**src/rtl/popcount_pkg.sv**
```systemverilog
// Shared types and sizing helpers for the popcount engine.
// Also imported by benches that need PASSES / OUT_W for a given configuration.
package popcount_pkg;

  typedef enum logic [1:0] {
    IDLE,
    COUNT,
    DONE
  } state_t;

  // Guarded against chunk<1 so an illegal configuration reaches the elaboration check cleanly.
  function automatic int calc_passes(input int width, input int chunk);
    if (chunk < 1) return 1;
    return (width + chunk - 1) / chunk;
  endfunction

  function automatic int calc_out_w(input int width);
    return $clog2(width + 1);
  endfunction

  function automatic int calc_pass_w(input int passes);
    return (passes > 1) ? $clog2(passes) : 1;
  endfunction

endpackage

```
**src/rtl/chunk_popcount.sv**
```systemverilog
// Combinational adder tree counting the set bits of a CHUNK-bit slice.
module chunk_popcount #(
  parameter int CHUNK = 8,
  parameter int OUT_W = 6
) (
  input  logic [CHUNK-1:0] slice,
  output logic [OUT_W-1:0] count
);

  localparam int LEAVES = 2 ** $clog2(CHUNK);

  // Heap-ordered tree: node[1] is the root, leaves sit at node[LEAVES +: LEAVES].
  logic [OUT_W-1:0] node [1:2*LEAVES-1];

  for (genvar i = 0; i < LEAVES; i++) begin : g_leaf
    if (i < CHUNK) begin : g_bit
      assign node[LEAVES+i] = OUT_W'(slice[i]);
    end else begin : g_pad
      assign node[LEAVES+i] = '0;
    end
  end

  for (genvar n = 1; n < LEAVES; n++) begin : g_sum
    assign node[n] = node[2*n] + node[2*n+1];
  end

  assign count = node[1];

endmodule

```
**src/rtl/popcount_engine.sv**
```systemverilog
// Handshaked multi-cycle population counter, CHUNK bits per COUNT cycle.
// Optional early termination on an all-zero remainder: define POPCOUNT_EARLY_EXIT_EN.
module popcount_engine
  import popcount_pkg::*;
#(
  parameter  int WIDTH = 32,
  parameter  int CHUNK = 8,
  localparam int OUT_W = calc_out_w(WIDTH)
) (
  input  logic             clk,
  input  logic             rst,
  input  logic             in_valid,
  output logic             in_ready,
  input  logic [WIDTH-1:0] in,
  output logic             out_valid,
  input  logic             out_ready,
  output logic [OUT_W-1:0] out,
  output logic             busy
);

  localparam int PASSES = calc_passes(WIDTH, CHUNK);
  localparam int PASS_W = calc_pass_w(PASSES);

  if (WIDTH < 1 || CHUNK < 1 || CHUNK > WIDTH) begin : g_bad_cfg
    $fatal(1, "popcount_engine: illegal WIDTH/CHUNK combination");
  end

  state_t            state_q, state_d;
  logic [WIDTH-1:0]  num_q, num_d;
  logic [OUT_W-1:0]  ctr_q, ctr_d;
  logic [PASS_W-1:0] pass_q, pass_d;

  logic [OUT_W-1:0]  chunk_cnt;
  logic [WIDTH-1:0]  num_shift;
  logic              last_pass;

  chunk_popcount #(
    .CHUNK (CHUNK),
    .OUT_W (OUT_W)
  ) u_chunk (
    .slice (num_q[CHUNK-1:0]),
    .count (chunk_cnt)
  );

  assign num_shift = num_q >> CHUNK;

`ifdef POPCOUNT_EARLY_EXIT_EN
  assign last_pass = (pass_q == PASS_W'(PASSES - 1)) || (num_shift == '0);
`else
  assign last_pass = (pass_q == PASS_W'(PASSES - 1));
`endif

  always_comb begin
    state_d = state_q;
    num_d   = num_q;
    ctr_d   = ctr_q;
    pass_d  = pass_q;
    case (state_q)
      IDLE: begin
        if (in_valid) begin
          num_d   = in;
          ctr_d   = '0;
          pass_d  = '0;
          state_d = COUNT;
        end
      end
      COUNT: begin
        ctr_d  = ctr_q + chunk_cnt;
        num_d  = num_shift;
        pass_d = pass_q + PASS_W'(1);
        if (last_pass) state_d = DONE;
      end
      DONE: begin
        if (out_ready) state_d = IDLE;
      end
      default: state_d = IDLE;
    endcase
  end

  always_ff @(posedge clk) begin
    if (rst) begin
      state_q <= IDLE;
      num_q   <= '0;
      ctr_q   <= '0;
      pass_q  <= '0;
    end else begin
      state_q <= state_d;
      num_q   <= num_d;
      ctr_q   <= ctr_d;
      pass_q  <= pass_d;
    end
  end

  assign in_ready  = (state_q == IDLE);
  assign out_valid = (state_q == DONE);
  assign busy      = (state_q != IDLE);
  assign out       = ctr_q;

endmodule

```
**config.mk**
```make
export PLATFORM = sky130hd
export DESIGN_NAME = popcount_engine
export DESIGN_NICKNAME = d
export VERILOG_FILES = /design/src/rtl/popcount_pkg.sv /design/src/rtl/chunk_popcount.sv /design/src/rtl/popcount_engine.sv
export SDC_FILE = /design/constraint.sdc
export NUM_CORES = 1
export LEC_CHECK = 0
export ABC_AREA = 1
export CAP_MARGIN = 10
export CORE_UTILIZATION = 54
export CTS_CLUSTER_DIAMETER = 80
export DETAILED_ROUTE_END_ITERATION = 16
export PLACE_DENSITY_LB_ADDON = 0.3
export SLEW_MARGIN = 20
export SYNTH_ARGS = -nofsm -noshare
export SYNTH_HDL_FRONTEND = slang
export SYNTH_SLANG_ARGS = --single-unit
```
**constraint.sdc**
```tcl
create_clock -name clk -period 7 [get_ports clk]
set_clock_uncertainty 0.1 [all_clocks]
set_input_delay 1.4 -clock clk [delete_from_list [all_inputs] [get_ports clk]]
set_output_delay 1.4 -clock clk [all_outputs]
set_load 0.01 [all_outputs]
```
# Word-level counts from Yosys, hierarchy flattened
# Cells that the tools add are included.
# word_totals
ff_bits	42
in_bits	36
wordCells	34
# classes
n_addsub	9
eq_ne	6
muxes	10
n_reduce_logical	5
# op_table
op	n
32-bit case mux with 2 select lines	1
32-bit 2-to-1 mux	1
6-bit case mux with 2 select lines	1
1-bit by 1-bit adder with 2-bit output	4
2-bit 2-to-1 mux	4
2-bit by 2-bit adder with 3-bit output	2
6-bit adder	1
6-bit 2-to-1 mux	1
2-bit case mux with 3 select lines	1
3-bit by 3-bit adder with 4-bit output	1
2-bit == test, second input constant	2
2-bit inequality test, second input constant	2
2-bit case mux with 2 select lines	1
2-bit nonzero test	2
3-bit AND reduction	1
2-bit by 1-bit adder with 2-bit output, second input constant	1
2-bit by 1-bit == test with 1-bit output, second input constant	1
2-bit logical NOT	1
2-bit by 1-bit inequality test with 1-bit output, second input constant	1
2-bit AND reduction	1

# Longest topological paths before layout
# Gate-level depths: netlist (run 1).
# depth
word_depth	5
depth_mapped	16

# Cells and area by module
# A second synthesis (run 1) with hierarchy kept.
# hier_totals
hier_cells	299
area_unflattened_um2	2163.3
# modules_own_cells
module	instances	cells_each	area_each_um2
popcount_engine	1	276	1951.9
chunk_popcount	1	23	211.5

# Worst setup path after synthesis (run 1)
# OpenSTA, ideal clock, no wires.
# synth_path
path_kind	register to register
from	register num_q[0]
to	register ctr_q[4], in the netlist out[4]
arrival_ps	3359
t_required_ps	6783
slack_ps	3424
path_stages_with_launch	16
synth_period_minus_slack_ps	3576
path_cell_list	dfxtp_1 -> inv_1 -> fa_1 -> fa_1 -> fa_1 -> inv_1 -> ha_1 -> fa_1 -> inv_1 -> fa_1 -> inv_1 -> nand2_1 -> nand2_1 -> a21oi_1 -> o21ai_0 -> nor2_1
# synth_via
elab_chain_len	5
# synth_lines
item	line_no	text
start: declaration	popcount_engine.sv:29	logic [WIDTH-1:0] num_q, num_d;
start signal: assignment	popcount_engine.sv:88	num_q <= num_d;
1-bit by 1-bit adder with 2-bit output	chunk_popcount.sv:24	assign node[n] = node[2*n] + node[2*n+1];
2-bit by 2-bit adder with 3-bit output	chunk_popcount.sv:24	
3-bit by 3-bit adder with 4-bit output	chunk_popcount.sv:24	
6-bit adder	popcount_engine.sv:68	ctr_d = ctr_q + chunk_cnt;
6-bit case mux with 2 select lines	popcount_engine.sv:58	case (state_q)
end signal: assignment	popcount_engine.sv:89	ctr_q <= ctr_d;
end: declaration	popcount_engine.sv:30	logic [OUT_W-1:0] ctr_q, ctr_d;
# Every way passes these cells.
# A chain may end at the register's enable or synchronous reset.

# Worst setup path in the final report (run 1)
# Ends and elaborated chain as after synthesis.

==> impl_results.rst, run 1 <==
.. list-table::
   :header-rows: 1

   * - Metric
     - Value
   * - Total iterations of the first detailed-routing run
     - 4
   * - Arr. time, crit path
     - 3830 ps
   * - Endpoint of the worst hold path
     - num_q[27]
   * - Pre-CTS WS
     - between 3000 and 4000 ps
   * - Class of the worst hold path
     - reg2reg
   * - Delay of the slowest cell on the worst path
     - approximately 550 ps
   * - Routability congestion estimate
     - 0.782
   * - Areal power density over the cells
     - 216 nW/um2
   * - RSZ-0062 raised after global routing
     - no
   * - Number of port buffers
     - 44
   * - R2r endpoint
     - out[4]
   * - Required time worst endpoint
     - 7100 ps
   * - Total core area
     - 3690 um2
   * - Die width
     - 64.2 um
   * - Final critical path time including I/O delays and setup
     - roughly 3700 ps
   * - Max-slew violation total from the final report
     - 0
   * - Crit-path slowest cell
     - sky130_fd_sc_hd__fa_1
   * - Slew @ Worst Pin
     - 728 ps
   * - Post-CTS sizing
     - 0
   * - Vias per std cell
     - 4.96
   * - Pin count of the biggest net entering global routing
     - 38
   * - Met2 wirelength from detailed routing
     - between 1500 and 2000 um
   * - Later-pin clock latency in the skew report
     - 300 ps
   * - CTS Buf Count
     - 5
   * - Number of H-tree levels
     - 2
   * - Startpoint-to-endpoint class of the critical path
     - reg2reg
   * - Post-DR wirelength/cell
     - approximately 11 um
   * - Drt initial violations
     - 99
   * - WL final
     - 4060 um
   * - Maximum fanout count along the critical path
     - 3
   * - Mapped Cells
     - roughly 290
   * - Metal-1 WL
     - 1820 um
   * - Cell depth of the worst min-delay path
     - 2
   * - Standard-cell row count
     - 22
   * - Layout area overhead
     - 25.1%
   * - Outcome
     - finished, final reports clean
   * - Fraction of post-synthesis cell area in the top cell type by area
     - between 40% and 50%
   * - Number of filler instances in the final layout
     - 322
   * - Number of routed nets with antenna violations
     - 0
   * - Sink Count
     - between 40 and 50
   * - Average cell area after synthesis
     - 7.25 um2
   * - Chip height
     - 64.2 um
   * - Io pins
     - 45
   * - Synth area leaders
     - sky130_fd_sc_hd__dfxtp_1 40%, sky130_fd_sc_hd__nand2_1 21%, sky130_fd_sc_hd__inv_1 5.6%
   * - Count of flip-flops with a built-in enable after synthesis
     - 0
   * - Critical hold path startpoint
     - num_q[27]
   * - Kind of capture point of the worst setup path
     - register
   * - Total negative slack
     - 0 ps
   * - Cell family with most CP delay
     - adder cells
   * - Leakage power
     - roughly 1.1 nW
   * - Starting utilization of the core area
     - ~57%
   * - Global-route wire length before repair
     - 7230 um
   * - Highest-count cells in the layout ignoring fill and taps
     - 118 x sky130_fd_sc_hd__nand2_1, 44 x sky130_fd_sc_hd__clkdlybuf4s50_1, 42 x sky130_fd_sc_hd__dfxtp_1
   * - Worst reg2reg setup slack
     - 3270 ps
   * - Critical Path Stages
     - 15
   * - Sequential element share of the synthesized area
     - 40.3%
   * - Met3 WL post-DR
     - 191 um
   * - Net count after synthesis
     - roughly 340
   * - Gr ovfl total
     - 0
   * - Worst reg2reg path startpoint
     - num_q[0]
   * - Worst Setup Start Kind
     - register
   * - Most prevalent standard cell on the critical path
     - sky130_fd_sc_hd__fa_1
   * - Multi-input logic area
     - 1010 um2
   * - DRC errors left
     - 0
   * - Share of the clock period used by the worst path
     - between 50% and 60%
   * - Logic depth of the worst register-to-register path
     - 15
   * - Total count of hold-check failures in the final report
     - 0
   * - Setup slack of the critical path after layout
     - 3270 ps
   * - DP HPWL
     - 2720 um
   * - Maximum root-to-sink buffer count
     - 2
   * - CTS Root Buffer Type
     - sky130_fd_sc_hd__clkbuf_8
   * - Sequential cell area
     - 841 um2
   * - Final core utilization
     - 70.8%
   * - Final antenna diode count
     - 0
   * - Area of the die
     - 4120 um2
   * - Share of cells above drive strength 1
     - 5.49%
   * - Cell area after synthesis
     - 2090 um2
   * - Count of buffering cells on the critical path with inverters included
     - 4
   * - Number of antenna violations at the first check in global routing
     - 0
   * - Buffers inserted during post-CTS setup optimization
     - 0
   * - Maximum VDD drop
     - 0.000159 V
   * - Total Power Consumption
     - 0.000565 W
   * - Total routing resource utilization after global routing
     - 23.2%
   * - Synth warn
     - 0
   * - Leading cell type in the layout, fill and taps excluded
     - sky130_fd_sc_hd__nand2_1
   * - Clock Pin Slew Worst Setup and Hold Paths
     - 80 ps
   * - Worst-path cell chain
     - inv_1, fa_1, fa_1, fa_1, inv_1, ha_1, fa_1, inv_1, fa_1, inv_1, nand2_1, nand2_1, a21oi_1, o21ai_0, nor2_1
   * - Number of global-route vias before repair
     - approximately 1,700
   * - FF+latch count, synth
     - 42
   * - Top sig layer
     - met4
   * - CTS tree
     - built
   * - Fin nets
     - 376
   * - Vias after detailed routing
     - 1,865
   * - Netlist cell types
     - 23
   * - Count of endpoints failing setup in the final report
     - 0
   * - Most instantiated flip-flop cell in the synthesis netlist
     - sky130_fd_sc_hd__dfxtp_1
   * - Hold buffer count at cts
     - 0
   * - Cell taking the most area after synthesis
     - sky130_fd_sc_hd__dfxtp_1
   * - Highest achievable clock rate
     - 0.268 GHz
   * - Async set or reset register ratio after synthesis
     - 0%
   * - Maxcap violations
     - 0
   * - Slew Limit Headroom
     - ~50%
Yosys cell counts, types with 3 or more instances:
master                     number
sky130_fd_sc_hd__nand2_1      118
sky130_fd_sc_hd__inv_2          3
sky130_fd_sc_hd__nor2_1         9
sky130_fd_sc_hd__a21oi_1       19
sky130_fd_sc_hd__o21ai_0        3
sky130_fd_sc_hd__a31oi_1       15
sky130_fd_sc_hd__dfxtp_1       42
sky130_fd_sc_hd__buf_6          6
sky130_fd_sc_hd__ha_1           8
sky130_fd_sc_hd__inv_1         31
sky130_fd_sc_hd__clkbuf_1       4
sky130_fd_sc_hd__buf_2          3
sky130_fd_sc_hd__nand3_1       12
sky130_fd_sc_hd__fa_1           5
where the power goes:
group,switching (W),internal [W]
Combinational,0.0000587,0.0000506
Sequential,0.00000861,0.000255
Clock,0.0000866,0.000106
registers in the layout, summed over array words and instances (netlist names):
name	flops
num_q	32
out	6
pass_q	2
state_q	2
cells by family (layout without fill, tap and decap cells):
kind of cell | count (synthesis) | in the layout | synth area share, %
xor+xnor | 1 | 1 | 0.420
simple gates | 144 | 144 | 27.5
buf+inv | 48 | 88 | 11.1
compound gates | 40 | 40 | 11.1
fa+ha+maj | 13 | 13 | 9.59
flops | 42 | 42 | 40.3
tightest hold or removal path, stage by stage (launching register included):
cell,delay (ps)
sky130_fd_sc_hd__dfxtp_1,310
sky130_fd_sc_hd__nand2_1,60
sky130_fd_sc_hd__a21oi_1,50
area by class of cell:
type,count,area share [%]
multi-input cells,198,38.9
flip-flops and latches,42,32.2
clock buffers,5,2.64
well taps,48,2.30
clock inverters,3,1.72
inverters,35,5.13
repair buffers,45,17.2
stage by stage:
stage | std cells | hold WS [ps] | cell area [um2]
final | 376 | 363 | 2610
after global routing | 376 | 382 | 2610
after CTS | 376 | 365 | 2610
after detailed placement | 368 | 354 | 2500
after global placement | 368 | 348 | 2500
after floorplan | 288 | 328 | 2090
worst max-delay path by stage:
stage               slack, ps  endpoint      from
floorplan                3420    out[4]  num_q[0]
global placement         3380    out[4]  num_q[0]
detailed placement       3260    out[4]  num_q[0]
CTS                      3250    out[4]  num_q[0]
global route             3030    out[4]  num_q[0]
finish                   3270    out[4]  num_q[0]
routing by layer:
metal  track usage, %  up-vias
met1             26.1      828
met3             6.61       11
met2             40.2       47
li1                 -      979
met5                0        -
met4             10.8        0
Power figures use the tool's default switching activity.
==> run 2: changes to the inputs <==
--- a/config.mk
+++ b/config.mk
@@ -7,7 +7,7 @@
 export LEC_CHECK = 0
 export ABC_AREA = 1
 export CAP_MARGIN = 10
-export CORE_UTILIZATION = 54
+export CORE_UTILIZATION = 50
 export CTS_CLUSTER_DIAMETER = 80
 export DETAILED_ROUTE_END_ITERATION = 16
 export PLACE_DENSITY_LB_ADDON = 0.3
==> constraint.sdc (replaced) <==
create_clock -name clk -period 3.8 [get_ports clk]
set_clock_uncertainty 0.1 [all_clocks]
set_input_delay 0.76 -clock clk [delete_from_list [all_inputs] [get_ports clk]]
set_output_delay 0.76 -clock clk [all_outputs]
set_load 0.01 [all_outputs]
==> run 2 against run 1 <==
Compared with the run above:
- count of clock-buffer cells in the layout unchanged
- hold slack worse by 1.7 ps
- die area up 7.8%
- critical path type unchanged
- largest cell class unchanged
==> impl_results.rst, run 2 (synthesized netlist as in run 1, its figures left out) <==
.. list-table::
   :header-rows: 1

   * - Metric
     - Value
   * - Highest achievable clock rate
     - 0.271 GHz
   * - Maximum VDD drop
     - ~0.00025 V
   * - Class of the worst hold path
     - reg2reg
   * - Share of the clock period used by the worst path
     - 97.2%
   * - Final antenna diode count
     - 0
   * - Slew @ Worst Pin
     - 705 ps
   * - Most flops, register
     - num_q
   * - Sequential fraction of design power
     - between 40% and 50%
   * - Switching power share of the total
     - 27.1%
   * - Slew Limit Headroom
     - 52.9%
   * - Total count of hold-check failures in the final report
     - 0
   * - Startpoint-to-endpoint class of the critical path
     - reg2reg
   * - Number of filler instances in the final layout
     - between 300 and 400
   * - Required time worst endpoint
     - 3940 ps
   * - Standard-cell row count
     - 23
   * - Fin nets
     - 376
   * - Number of port buffers
     - 44
   * - Combinational fraction of design power
     - between 15 and 20%
   * - Number of antenna violations at the first check in global routing
     - 0
   * - Worst Setup Start Kind
     - register
   * - Drt initial violations
     - 91
   * - Share of cells above drive strength 1
     - 8.54%
   * - Final critical path time including I/O delays and setup
     - 3690 ps
   * - Vias per std cell
     - 4.98
   * - Layout area overhead
     - 26.0%
   * - Gr ovfl total
     - 0
   * - CTS Root Buffer Type
     - sky130_fd_sc_hd__clkbuf_8
   * - DP HPWL
     - 2690 um
   * - Sink Count
     - 42
   * - Areal power density over the cells
     - 395 nW/um2
   * - DRC errors left
     - 0
   * - Number of global-route vias before repair
     - 1,718
   * - Total core area
     - 4000 um2
   * - Cell count after placement
     - 370
   * - WL final
     - 4150 um
   * - Starting utilization of the core area
     - 52.2%
   * - Clock network power share
     - approximately a third
   * - Post-DR wirelength/cell
     - around 11 um
   * - Later-pin clock latency in the skew report
     - roughly 300 ps
   * - Psw
     - 0.000281 W
   * - CTS Buf Count
     - 5
   * - Highest-count cells in the layout ignoring fill and taps
     - 117 x sky130_fd_sc_hd__nand2_1, 44 x sky130_fd_sc_hd__clkdlybuf4s50_1, 40 x sky130_fd_sc_hd__dfxtp_1
   * - Max-slew violation total from the final report
     - 0
   * - Leading cell type in the layout, fill and taps excluded
     - sky130_fd_sc_hd__nand2_1
   * - Maximum fanout count along the critical path
     - 2
   * - Total negative slack
     - 0 ps
   * - Chip height
     - around 67 um
   * - Routability congestion estimate
     - 0.814
   * - RSZ-0062 raised after global routing
     - yes
   * - Number of flip-flops under the largest register name
     - 32
   * - Internal power
     - 0.000758 W
   * - Area of the die
     - 4440 um2
   * - Total routing resource utilization after global routing
     - 21.6%
   * - Count of endpoints failing setup in the final report
     - 0
   * - Sequential cell area
     - roughly 840 um2
   * - Leakage power
     - about 1.1 nW
   * - CTS tree
     - built
   * - Clock Pin Slew Worst Setup and Hold Paths
     - 90 ps
   * - Io pins
     - 45
   * - Kind of capture point of the worst setup path
     - register
   * - Maxcap violations
     - 0
   * - Final Instance Count excl. Fillers
     - 378
   * - Die width
     - ~67 um
   * - Pin count of the biggest net entering global routing
     - 38
   * - Maximum root-to-sink buffer count
     - 2
   * - Total iterations of the first detailed-routing run
     - 6
   * - Number of routed nets with antenna violations
     - 0
   * - Arr. time, crit path
     - around 3800 ps
   * - Outcome
     - finished, final reports clean
   * - Global-route wire length before repair
     - 7190 um
   * - Number of H-tree levels
     - 2
   * - Vias after detailed routing
     - 1,884
   * - Multi-input logic area
     - 1030 um2
## run 2: changes by cell type in the layout (fill, tap and decap cells not counted), sizes merged
cell,before,now
clkinv,0,2
clkinvlp,2,0
## run 2: critical path, stage by stage, from the launching register on
cell and delay (ps):
sky130_fd_sc_hd__dfxtp_2 330, sky130_fd_sc_hd__inv_1 50, sky130_fd_sc_hd__fa_1 500, sky130_fd_sc_hd__fa_1 500, sky130_fd_sc_hd__fa_1 490, sky130_fd_sc_hd__inv_1 40
sky130_fd_sc_hd__ha_2 170, sky130_fd_sc_hd__fa_2 530, sky130_fd_sc_hd__inv_1 60, sky130_fd_sc_hd__fa_2 420, sky130_fd_sc_hd__or2_2 300, sky130_fd_sc_hd__a21oi_1 130
## run 2: cell type report
type	instances	area share, %
clock inverter	3	1.52
sequential	42	32.1
tap	50	2.38
multi-input combinational	198	39.3
clock buffer	5	2.62
inverter	35	5.09
timing repair buffer	45	17.0
## run 2: metrics by stage
stage	power [W]	hold WS [ps]	cell area [um2]	util, %	worst slack (ps)
floorplan	0.000631	328	2090	-	224
global placement	0.000690	349	2500	62.5	172
detailed placement	0.000696	354	2500	62.5	71.9
CTS	0.00104	365	2610	65.2	59.4
global route	0.00110	395	2630	65.7	-11.5
finish	0.00104	361	2630	65.7	107
## run 2: per-layer routing
layer / part of all wire (%) / GRT usage [%] / wire [um]
met1: 45 / 25.0 / 1870
met2: 49 / 38.1 / 2030
met3: 4.5 / 5.14 / 186
met4: 1.7 / 7.71 / 69
met5: 0 / 0 / 0
## run 2: power by group through the flow
stage               Sequential (W)  Combinational (W)  Clock (W)
detailed placement        0.000496           0.000200          0
CTS                       0.000486           0.000202   0.000356
floorplan                 0.000494           0.000137          0
finish                    0.000486           0.000203   0.000349
global route              0.000490           0.000232   0.000376
global placement          0.000495           0.000195          0
## run 2: timing repair
item	CTS	global route
hold buffers	0	0
buffers inserted	0	0
setup endpoints to repair	0	3
resized for setup	0	11
## run 2: worst paths after layout
check / startpoint / slack, ps / to / cells past startpoint
setup / recovery: num_q[3] / 110 / out[1] / 11
hold / removal: num_q[31] / 360 / num_q[31] / 2
setup reg to reg: num_q[3] / 110 / out[1] / 11
hold reg to reg: num_q[31] / 360 / num_q[31] / 2
